`src/rtl/char_console_writer_pkg.sv`:
```
// Shared types and constants for the character console writer: geometry, FSM state codes, default control bytes.
// Also holds the {row,col} address helper used by the writer.
package char_console_writer_pkg;

    localparam int COLS    = 32;
    localparam int ROWS    = 32;
    localparam int ADDR_W  = 10;
    localparam int COORD_W = 5;

    localparam logic [7:0] DEF_BLANK_CHAR   = 8'h00;
    localparam logic [7:0] DEF_NEWLINE_CODE = 8'h0A;
    localparam logic [7:0] DEF_CLEAR_CODE   = 8'h0C;

    localparam logic [ADDR_W-1:0] LAST_ADDR = '1;

    typedef logic [2:0] state_t;
    localparam state_t ST_IDLE         = 3'd0;
    localparam state_t ST_PUT          = 3'd1;
    localparam state_t ST_CLEAR        = 3'd2;
    localparam state_t ST_SCROLL_RD    = 3'd3;
    localparam state_t ST_SCROLL_CAP   = 3'd4;
    localparam state_t ST_SCROLL_WR    = 3'd5;
    localparam state_t ST_SCROLL_BLANK = 3'd6;

    function automatic logic [ADDR_W-1:0] cell_addr(input logic [COORD_W-1:0] row,
                                                    input logic [COORD_W-1:0] col);
        return {row, col};
    endfunction

endpackage

```
`src/rtl/char_console_writer_if.sv`:
```
// Character stream plus character-RAM port bundle between a producer/display side (master) and the writer (slave).
// Pure wiring: no latency, no storage.
interface char_console_writer_if;
    import char_console_writer_pkg::*;

    logic              char_valid;
    logic [7:0]        char_data;
    logic              char_ready;
    logic              wr_grant;
    logic [ADDR_W-1:0] ram_addr;
    logic [7:0]        ram_din;
    logic              ram_we;
    logic [7:0]        ram_dout;

    modport master (
        output char_valid, char_data, wr_grant, ram_dout,
        input  char_ready, ram_addr, ram_din, ram_we
    );

    modport slave (
        input  char_valid, char_data, wr_grant, ram_dout,
        output char_ready, ram_addr, ram_din, ram_we
    );

endinterface

```
`src/rtl/console_cursor.sv`:
```
// Cursor row/col counters with advance, newline and home; flags when a row step would leave the last row.
// Updates on the edge its command is asserted; no backpressure. CONSOLE_SCROLL_EN pins the row at the bottom instead of wrapping.
module console_cursor
    import char_console_writer_pkg::*;
(
    input  logic               clk,
    input  logic               reset,
    input  logic               advance,
    input  logic               newline,
    input  logic               home,
    output logic [COORD_W-1:0] row,
    output logic [COORD_W-1:0] col,
    output logic               nl_wraps,
    output logic               adv_wraps
);
    localparam logic [COORD_W-1:0] LAST_COL = COORD_W'(COLS - 1);
    localparam logic [COORD_W-1:0] LAST_ROW = COORD_W'(ROWS - 1);
    localparam logic [COORD_W-1:0] ONE      = COORD_W'(1);
`ifdef CONSOLE_SCROLL_EN
    localparam logic [COORD_W-1:0] WRAP_ROW = LAST_ROW;
`else
    localparam logic [COORD_W-1:0] WRAP_ROW = '0;
`endif

    logic [COORD_W-1:0] row_q, row_d, col_q, col_d;
    logic               row_step;

    assign row       = row_q;
    assign col       = col_q;
    assign nl_wraps  = (row_q == LAST_ROW);
    assign adv_wraps = nl_wraps && (col_q == LAST_COL);

    always_comb begin
        row_d    = row_q;
        col_d    = col_q;
        row_step = newline || (advance && (col_q == LAST_COL));
        if (home) begin
            row_d = '0;
            col_d = '0;
        end else if (advance || newline) begin
            col_d = row_step ? '0 : col_q + ONE;
            if (row_step) begin
                row_d = (row_q == LAST_ROW) ? WRAP_ROW : row_q + ONE;
            end
        end
    end

    always_ff @(posedge clk or negedge reset) begin
        if (!reset) begin
            row_q <= '0;
            col_q <= '0;
        end else begin
            row_q <= row_d;
            col_q <= col_d;
        end
    end

endmodule

```
`src/rtl/char_console_writer.sv`:
```
// Writes a byte stream into a 32x32 character RAM: printables, newline, clear; CONSOLE_SCROLL_EN adds scroll-up.
// Latency: accept->ram_we one cycle with grant. Backpressure: char_ready only when idle; RAM accesses stall while wr_grant is low.
module char_console_writer
    import char_console_writer_pkg::*;
#(
    parameter logic [7:0] BLANK_CHAR   = DEF_BLANK_CHAR,
    parameter logic [7:0] NEWLINE_CODE = DEF_NEWLINE_CODE,
    parameter logic [7:0] CLEAR_CODE   = DEF_CLEAR_CODE
) (
    input  logic                clk,
    input  logic                reset,
    char_console_writer_if.slave bus,
    output logic [COORD_W-1:0]  cursor_row,
    output logic [COORD_W-1:0]  cursor_col,
    output logic                busy
);
    state_t            state_q, state_d;
    logic [ADDR_W-1:0] addr_q, addr_d;
    logic [7:0]        din_q, din_d;
    logic              cur_adv, cur_nl, cur_home, nl_wraps, adv_wraps;
    logic              grant;

    console_cursor u_cursor (
        .clk      (clk),
        .reset    (reset),
        .advance  (cur_adv),
        .newline  (cur_nl),
        .home     (cur_home),
        .row      (cursor_row),
        .col      (cursor_col),
        .nl_wraps (nl_wraps),
        .adv_wraps(adv_wraps)
    );

    assign grant          = bus.wr_grant;
    assign bus.char_ready = (state_q == ST_IDLE);
    assign busy           = (state_q != ST_IDLE);
    assign bus.ram_addr   = addr_q;
    assign bus.ram_we     = grant && ((state_q == ST_PUT) || (state_q == ST_CLEAR) ||
                                      (state_q == ST_SCROLL_WR) || (state_q == ST_SCROLL_BLANK));

`ifdef CONSOLE_SCROLL_EN
    localparam logic [ADDR_W-1:0] ROW_STEP = ADDR_W'(COLS);
    localparam logic [ADDR_W-1:0] LAST_DST = LAST_ADDR - ROW_STEP;
    logic [7:0] hold_q, hold_d;

    assign bus.ram_din = (state_q == ST_SCROLL_WR) ? hold_q : din_q;

    always_ff @(posedge clk or negedge reset) begin
        if (!reset) hold_q <= '0;
        else        hold_q <= hold_d;
    end
`else
    logic unused_scroll;
    assign unused_scroll = &{1'b0, nl_wraps, adv_wraps, bus.ram_dout};
    assign bus.ram_din   = din_q;
`endif

    always_comb begin
        state_d  = state_q;
        addr_d   = addr_q;
        din_d    = din_q;
        cur_adv  = 1'b0;
        cur_nl   = 1'b0;
        cur_home = 1'b0;
`ifdef CONSOLE_SCROLL_EN
        hold_d   = hold_q;
`endif
        case (state_q)
            ST_IDLE: if (bus.char_valid) begin
                if (bus.char_data == CLEAR_CODE) begin
                    state_d = ST_CLEAR;
                    addr_d  = '0;
                    din_d   = BLANK_CHAR;
                end else if (bus.char_data == NEWLINE_CODE) begin
                    cur_nl = 1'b1;
`ifdef CONSOLE_SCROLL_EN
                    if (nl_wraps) begin
                        state_d = ST_SCROLL_RD;
                        addr_d  = ROW_STEP;
                    end
`endif
                end else begin
                    state_d = ST_PUT;
                    addr_d  = cell_addr(cursor_row, cursor_col);
                    din_d   = bus.char_data;
                end
            end
            ST_PUT: if (grant) begin
                cur_adv = 1'b1;
                state_d = ST_IDLE;
`ifdef CONSOLE_SCROLL_EN
                if (adv_wraps) begin
                    state_d = ST_SCROLL_RD;
                    addr_d  = ROW_STEP;
                end
`endif
            end
            ST_CLEAR: if (grant) begin
                if (addr_q == LAST_ADDR) begin
                    cur_home = 1'b1;
                    state_d  = ST_IDLE;
                end else begin
                    addr_d = addr_q + 1'b1;
                end
            end
`ifdef CONSOLE_SCROLL_EN
            // The read address is swapped for its destination one row up while the RAM returns the byte.
            ST_SCROLL_RD: if (grant) begin
                addr_d  = addr_q - ROW_STEP;
                state_d = ST_SCROLL_CAP;
            end
            ST_SCROLL_CAP: begin
                hold_d  = bus.ram_dout;
                state_d = ST_SCROLL_WR;
            end
            ST_SCROLL_WR: if (grant) begin
                if (addr_q == LAST_DST) begin
                    addr_d  = LAST_DST + 1'b1;
                    din_d   = BLANK_CHAR;
                    state_d = ST_SCROLL_BLANK;
                end else begin
                    addr_d  = addr_q + ROW_STEP + 1'b1;
                    state_d = ST_SCROLL_RD;
                end
            end
            ST_SCROLL_BLANK: if (grant) begin
                if (addr_q == LAST_ADDR) state_d = ST_IDLE;
                else                     addr_d  = addr_q + 1'b1;
            end
`endif
            default: state_d = ST_IDLE;
        endcase
    end

    always_ff @(posedge clk or negedge reset) begin
        if (!reset) begin
            state_q <= ST_IDLE;
            addr_q  <= '0;
            din_q   <= '0;
        end else begin
            state_q <= state_d;
            addr_q  <= addr_d;
            din_q   <= din_d;
        end
    end

endmodule

```
`src/flat_wrapper.sv`:
```
// flat-port wrapper written by rule: the top's interface ports become plain ports
module char_console_writer_flat import char_console_writer_pkg::*;
#(
    parameter logic [7:0] BLANK_CHAR   = DEF_BLANK_CHAR,
    parameter logic [7:0] NEWLINE_CODE = DEF_NEWLINE_CODE,
    parameter logic [7:0] CLEAR_CODE   = DEF_CLEAR_CODE
)
  (clk, reset, cursor_row, cursor_col, busy, bus_char_valid, bus_char_data, bus_wr_grant, bus_ram_dout, bus_char_ready, bus_ram_addr, bus_ram_din, bus_ram_we);
  char_console_writer_if bus_i ();
  input  logic clk;
  input  logic reset;
  output logic [COORD_W-1:0] cursor_row;
  output logic [COORD_W-1:0] cursor_col;
  output logic busy;
  input wire logic [$bits(bus_i.char_valid)-1:0] bus_char_valid;
  input wire logic [$bits(bus_i.char_data)-1:0] bus_char_data;
  input wire logic [$bits(bus_i.wr_grant)-1:0] bus_wr_grant;
  input wire logic [$bits(bus_i.ram_dout)-1:0] bus_ram_dout;
  output wire logic [$bits(bus_i.char_ready)-1:0] bus_char_ready;
  output wire logic [$bits(bus_i.ram_addr)-1:0] bus_ram_addr;
  output wire logic [$bits(bus_i.ram_din)-1:0] bus_ram_din;
  output wire logic [$bits(bus_i.ram_we)-1:0] bus_ram_we;
  assign bus_i.char_valid = bus_char_valid;
  assign bus_i.char_data = bus_char_data;
  assign bus_i.wr_grant = bus_wr_grant;
  assign bus_i.ram_dout = bus_ram_dout;
  assign bus_char_ready = bus_i.char_ready;
  assign bus_ram_addr = bus_i.ram_addr;
  assign bus_ram_din = bus_i.ram_din;
  assign bus_ram_we = bus_i.ram_we;
  char_console_writer #(.BLANK_CHAR(BLANK_CHAR), .NEWLINE_CODE(NEWLINE_CODE), .CLEAR_CODE(CLEAR_CODE)) u_core (.clk(clk), .reset(reset), .bus(bus_i), .cursor_row(cursor_row), .cursor_col(cursor_col), .busy(busy));
endmodule
```
`config.mk`:
```
export PLATFORM = sky130hd
export DESIGN_NAME = char_console_writer_flat
export DESIGN_NICKNAME = d
export VERILOG_FILES = /design/src/rtl/char_console_writer_pkg.sv /design/src/rtl/char_console_writer_if.sv /design/src/rtl/console_cursor.sv /design/src/rtl/char_console_writer.sv /design/src/flat_wrapper.sv
export SDC_FILE = /design/constraint.sdc
export NUM_CORES = 1
export LEC_CHECK = 0
export CORE_ASPECT_RATIO = 2
export CORE_UTILIZATION = 49
export CTS_BUF_LIST = sky130_fd_sc_hd__clkbuf_4 sky130_fd_sc_hd__clkbuf_8
export CTS_CLUSTER_SIZE = 25
export DETAILED_ROUTE_END_ITERATION = 10
export PLACE_DENSITY_LB_ADDON = 0.2
export SYNTH_ARGS = -nofsm -noshare
export SYNTH_HDL_FRONTEND = slang
export SYNTH_SLANG_ARGS = --single-unit
```
`constraint.sdc`:
```
create_clock -name clk -period 2.1 [get_ports clk]
set_clock_uncertainty 0.15 [all_clocks]
set_input_delay 0.42 -clock clk [delete_from_list [all_inputs] [get_ports clk]]
set_output_delay 0.42 -clock clk [all_outputs]
set_load 0.03 [all_outputs]
```
After elaboration in Yosys (flattened, before gate mapping):

Cells that the tools add are included.

* memories kept: 0
* bits in read-only memories: 0
* register bits after elaboration: 31
* RAM bits: 0
* logic and storage cells: 71
* output and inout bits: 31
* bits of input ports: 20
* latch bits: 0

* shifts and indexed selects: 0
* magnitude comparators: 0
* reduce and logical (&&, ||, !) cells: 16
* equality and inequality tests: 16
* bitwise operators: 0
* divide/modulo/power cells: 0
* add/subtract/negate cells: 3
* $mul: 0
* multiplexer cells: 31

Operator list (number)
* two-way mux 10 bit: 5
* two-way mux 5 bit: 7
* one-hot mux 10 bit (2 select lines): 1
* two-way mux 3 bit: 6
* == test 8 x 4 -> 1 bit (second input constant): 2
* two-way mux 8 bit: 2
* adder 10 x 1 -> 10 bit (second input constant): 1
* adder 5 x 1 -> 5 bit (second input constant): 2
* == test 10 bit (second input constant): 1
* == test 5 bit (second input constant): 2
* != test 2 bit (second input constant): 5
* AND reduction 5 bit: 2
* two-way mux 1 bit: 9
* one-hot mux 3 bit (3 select lines): 1
* == test 3 bit (second input constant): 2
* nonzero test 2 bit: 3
* logical OR 1 bit: 5
* == test 3 x 1 -> 1 bit (second input constant): 1
* == test 3 x 2 -> 1 bit (second input constant): 1
* zero test 3 bit: 1
* != test 3 x 2 -> 1 bit (second input constant): 1
* AND reduction 3 bit: 1
* nonzero test 3 bit: 1
* logical AND 1 bit: 2
* other kinds (2): 2

Depth between registers and ports, before layout:

* depth after elaboration: 9
* mapped depth: 9
* gate-level depth less buffers: 8

Modules after synthesis:

From an unflattened synthesis, not the netlist that was laid out.

* cell total of the unflattened synthesis: 163
* area, all modules: 1750.4 sq um

Modules (own cells, without submodules)
* char_console_writer: seq. area each 500.5 sq um, area each 1217.4 sq um, times used 1, cells an instance 111
* console_cursor: seq. area each 250.2 sq um, area each 533.0 sq um, times used 1, cells an instance 52

Worst setup path after synthesis:

OpenSTA, ideal clock, no wires.

* path type: in2reg
* start point: input bus_char_data[0]
* end point: register u_core.addr_q[2] (netlist: u_core.bus.ram_addr[2])
* path buffers: 1
* arrival time: 1.964 ns
* stages: 6
* path slack: -0.151 ns
* required time: 1.813 ns
* setup time: 0.137 ns
* cell sequence: or4b_4 or4_4 buf_6 nor2b_4 a22oi_1 a21oi_1

* word-level cells in the longest chain between the ends: 4
* elaborated cells between the ends (all ways): 7
* those cells by class: eq/ne (3); mux (3); reduce/logical (1)

Ends and longest elaborated chain
* start, declared: line flat_wrapper.sv:16 `input wire logic [$bits(bus_i.char_data)-1:0] bus_char_data;`
* == test 8 x 4 -> 1 bit: line char_console_writer.sv:71 `if (bus.char_data == CLEAR_CODE) begin`
* two-way mux 10 bit: line char_console_writer.sv:71
* two-way mux 10 bit: line char_console_writer.sv:70 `ST_IDLE: if (bus.char_valid) begin`
* one-hot mux 10 bit (2 select lines): line char_console_writer.sv:69 `case (state_q)`
* end signal, assigned: line char_console_writer.sv:143 `addr_q <= addr_d;`
* end, declared: line char_console_writer.sv:18 `logic [ADDR_W-1:0] addr_q, addr_d;`

Parallel ways exist; a longest one is shown, timed or not. The select of a mux whose other input is x is not followed.
A chain may end at the register's enable or synchronous reset.

Worst setup path in the final report:

* start point: register u_core.addr_q[2] (netlist: u_core.bus.ram_addr[2])
* end point: output bus_ram_addr[2]

RTL lines
* end, declared: line flat_wrapper.sv:20 `output wire logic [$bits(bus_i.ram_addr)-1:0] bus_ram_addr;`

No word-level cell between the ends.

==> impl_metrics.json <==
{
  "cts.htree.levels": 2,
  "ys_warn_count": 0,
  "syn_avg_cell_area_sq_um": 9.411,
  "worstSetupPathType": "flop to output port",
  "synthFlopType": "dfrtp_1",
  "cts_buffer_depth": 2,
  "yosysTopAreaCell": "dfrtp_1",
  "grt_max_degree": 31,
  "place_ws_ns": -0.5502,
  "powerDensity_mw_per_mm2": 1502,
  "drc": 4,
  "p_sw_share_pct": 44.12,
  "die_h_um": 86.07,
  "whs_path_depth": 2,
  "wl_per_cell_um": 16.10,
  "port_buffers": 42,
  "switchingPower_mw": 1.644,
  "timing.rr.start": "u_core.state_q[0]",
  "yosysTopAreaCellShare_pct": 43.35,
  "async_reset_ff_share_pct": 100.0,
  "firstDrtPassIters": 7,
  "worst_slew_margin_rel_pct": 71.27,
  "rsz0062_at_grt": "yes",
  "rrSetupSlack_ns": 0.11,
  "drtIter0Drc": 46,
  "core_sq_mm": 0.003378,
  "setup_viol": 0,
  "clk_pin_slew_ns": 0.06,
  "pwr-share-comb_pct": 58.2,
  "cp.arrival_ns": 1.49,
  "ys_ff_latch": 30,
  "ys_top_cells_by_area": "dfrtp_1 (43%), ha_1 (5.8%), nor2_1 (5.4%), mux2_2 (5.2%), a21oi_1 (4.9%)",
  "finalHoldViolCount": 0,
  "synth_common_cells": "dfrtp_1 (30), nor2_1 (25), a21oi_1 (17)",
  "slowest_stage": "clkdlybuf4s50_1",
  "min_to": "u_core.bus.ram_din[0]",
  "leakage_nw": 1.128,
  "synthCells": 184,
  "status": "finished with violations",
  "grt_overflow": 0,
  "synth-edff-count": 0,
  "die_area_sq_mm": 0.003790,
  "drive_gt1_share_pct": 24.51,
  "worst_pin_slew_ns": 0.4310,
  "fin_crit_ns": 2.057,
  "min_period_over_period_pct": 97.95,
  "violations": "design-rule violations",
  "cts_made_buffers": 5,
  "start_util_pct": 51.26,
  "dp_hpwl_mm": 3.455,
  "root_buffer": "clkbuf_8",
  "fin_area_sq_mm": 0.002480,
  "seq_area_frac_synth_pct": 43.35,
  "fin_ws_ns": 0.04308,
  "multiInputGateArea_sq_um": 962.2,
  "holdBufCountCts": 0,
  "synth_cell_type_count": 41,
  "internal-power_mw": 2.082,
  "fillCellCount": 266,
  "syn_area_sq_mm": 0.001732,
  "hold_class": "input port to flop",
  "ioPinCount": 51,
  "endpoint_kind": "output port",
  "via_per_inst": 5.853,
  "hp-start": "bus_char_data[0]",
  "finalWirelength_mm": 4.588,
  "r2r_cells": 6,
  "clock_latency_ns": 0.28,
  "final_nets": 280,
  "grtUsageTotal_pct": 26.41,
  "cts.sinks": 30,
  "seq_power_share_pct": 28.5,
  "max_clock_freq_ghz": 0.4862,
  "synth.most_common_cell": "dfrtp_1",
  "path_cells": "buf_4 > clkdlybuf4s50_1",
  "cap_viol_max_count": 0,
  "placed_area_sq_mm": 0.002357,
  "final_max_slew_viol_count": 0,
  "r2r-end": "u_core.bus.ram_din[1]",
  "final_antenna_net_count": 0,
  "grt_pass1_wl_mm": 7.479,
  "die_w_um": 44.04,
  "grt_pass1_vias": 1677,
  "ir_worst_vdd_v": 0.0009346,
  "placementRows": 30,
  "n_antenna_cell": 0,
  "regArea_sq_um": 753.2,
  "p_clk_share_pct": 13.3,
  "required_ns": 1.53,
  "max_stage_delay_ns": 0.66,
  "start_kind": "flop",
  "antenna_found_initial": 0,
  "cts_tree": "done",
  "worstPathMaxFanout": 5,
  "vias": 1668,
  "syn_nets": 212,
  "syn_to_final_growth_pct": 43.21,
  "place_congestion": 0.8254
}
==> state kept, by name, indices dropped and copies added (netlist names) <==
| signal | count |
|---|---|
| u_core.u_cursor.col | 5 |
| u_core.u_cursor.row | 5 |
| u_core.bus.ram_addr | 10 |
| u_core.state_q | 2 |
| u_core.bus.ram_din | 8 |
==> worst max-delay path: cells and delay by family (launching register included) <==
kind	cells	cell delay, ns
buffers and inverters	2	0.82
DFF	1	0.38
==> cell type report <==
type | instances | area share, %
Tap cell | 32 | 1.615
Timing Repair Buffer | 68 | 24.47
Inverter | 6 | 0.9082
Multi-Input combinational cell | 141 | 38.80
Sequential cell | 30 | 30.37
Clock inverter | 1 | 0.2018
Clock buffer | 7 | 3.633
==> metal layers <==
metal  share of wire [%]  GRT usage, %  wire length, um  up-vias
met2                  58         50.27             2678       57
met4                 2.5         11.02              115        0
met1                  34         25.74             1576      799
met5                   0             0                0        -
li1                    -             -                -      798
met3                 4.8         5.263              218       14
==> per-stage QoR <==
stage	std cells	utilization (%)	total power [mW]	hold slack [ns]	TNS [ns]
6_report	285	73.41	3.726	0.2425	0
5_1_grt	285	73.41	3.950	0.2474	-0.02846
4_1_cts	284	73.33	3.713	0.3404	0
3_5_place_dp	276	69.78	3.216	0.3495	-13.22
3_3_place_gp	276	69.78	3.141	0.3424	-12.27
2_1_floorplan	184	-	2.290	-0.02559	-0.8827
==> what timing repair did <==
item / in CTS / in global routing
buffers inserted: 0 / 1
pin swaps: 12 / 5
endpoints found under the hold margin: 0 / 0
endpoints found under the setup margin: 29 / 15
resized for setup: 22 / 7
==> worst max-delay path by stage <==
stage,start,to
floorplan,bus_char_data[0],u_core.bus.ram_addr[2]
CTS,bus_char_data[4],u_core.bus.ram_addr[2]
finish,u_core.bus.ram_addr[2],bus_ram_addr[2]
detailed placement,bus_char_data[2],u_core.u_cursor.row[3]
global placement,bus_char_data[2],u_core.u_cursor.row[3]
global route,u_core.state_q[0],u_core.bus.ram_din[1]
==> power groups by stage <==
stage | Combinational [mW] | Clock (mW) | Sequential, mW
after floorplan | 0.774 | 0 | 1.52
after global placement | 2.10 | 0 | 1.05
after detailed placement | 2.15 | 0 | 1.07
after CTS | 2.15 | 0.502 | 1.06
after global routing | 2.33 | 0.522 | 1.09
final | 2.17 | 0.494 | 1.06
==> logic make-up (layout without fill, tap and decap cells) <==
group | Yosys count | count (layout) | synth area share, %
and+or+nand+nor | 76 | 76 | 23.12
xor gates and xnor gates | 5 | 5 | 2.529
DFF | 30 | 30 | 43.35
adders and majority gates | 8 | 8 | 5.781
buffers and inverters | 13 | 82 | 3.613
muxes | 11 | 11 | 6.937
AOI/OAI and AO/OA | 41 | 41 | 14.67
==> cell usage in the layout (no fill, tap or decap), types with 8 or more instances in the layout <==
master,netlist,routed
ha_1,8,8
nand3_1,10,10
clkdlybuf4s50_1,0,31
mux2_2,8,8
buf_4,1,25
nor2_1,25,23
dfrtp_1,30,28
a21oi_1,17,15
nand2_1,14,14
Note: power is estimated with default switching activity, not from simulation.
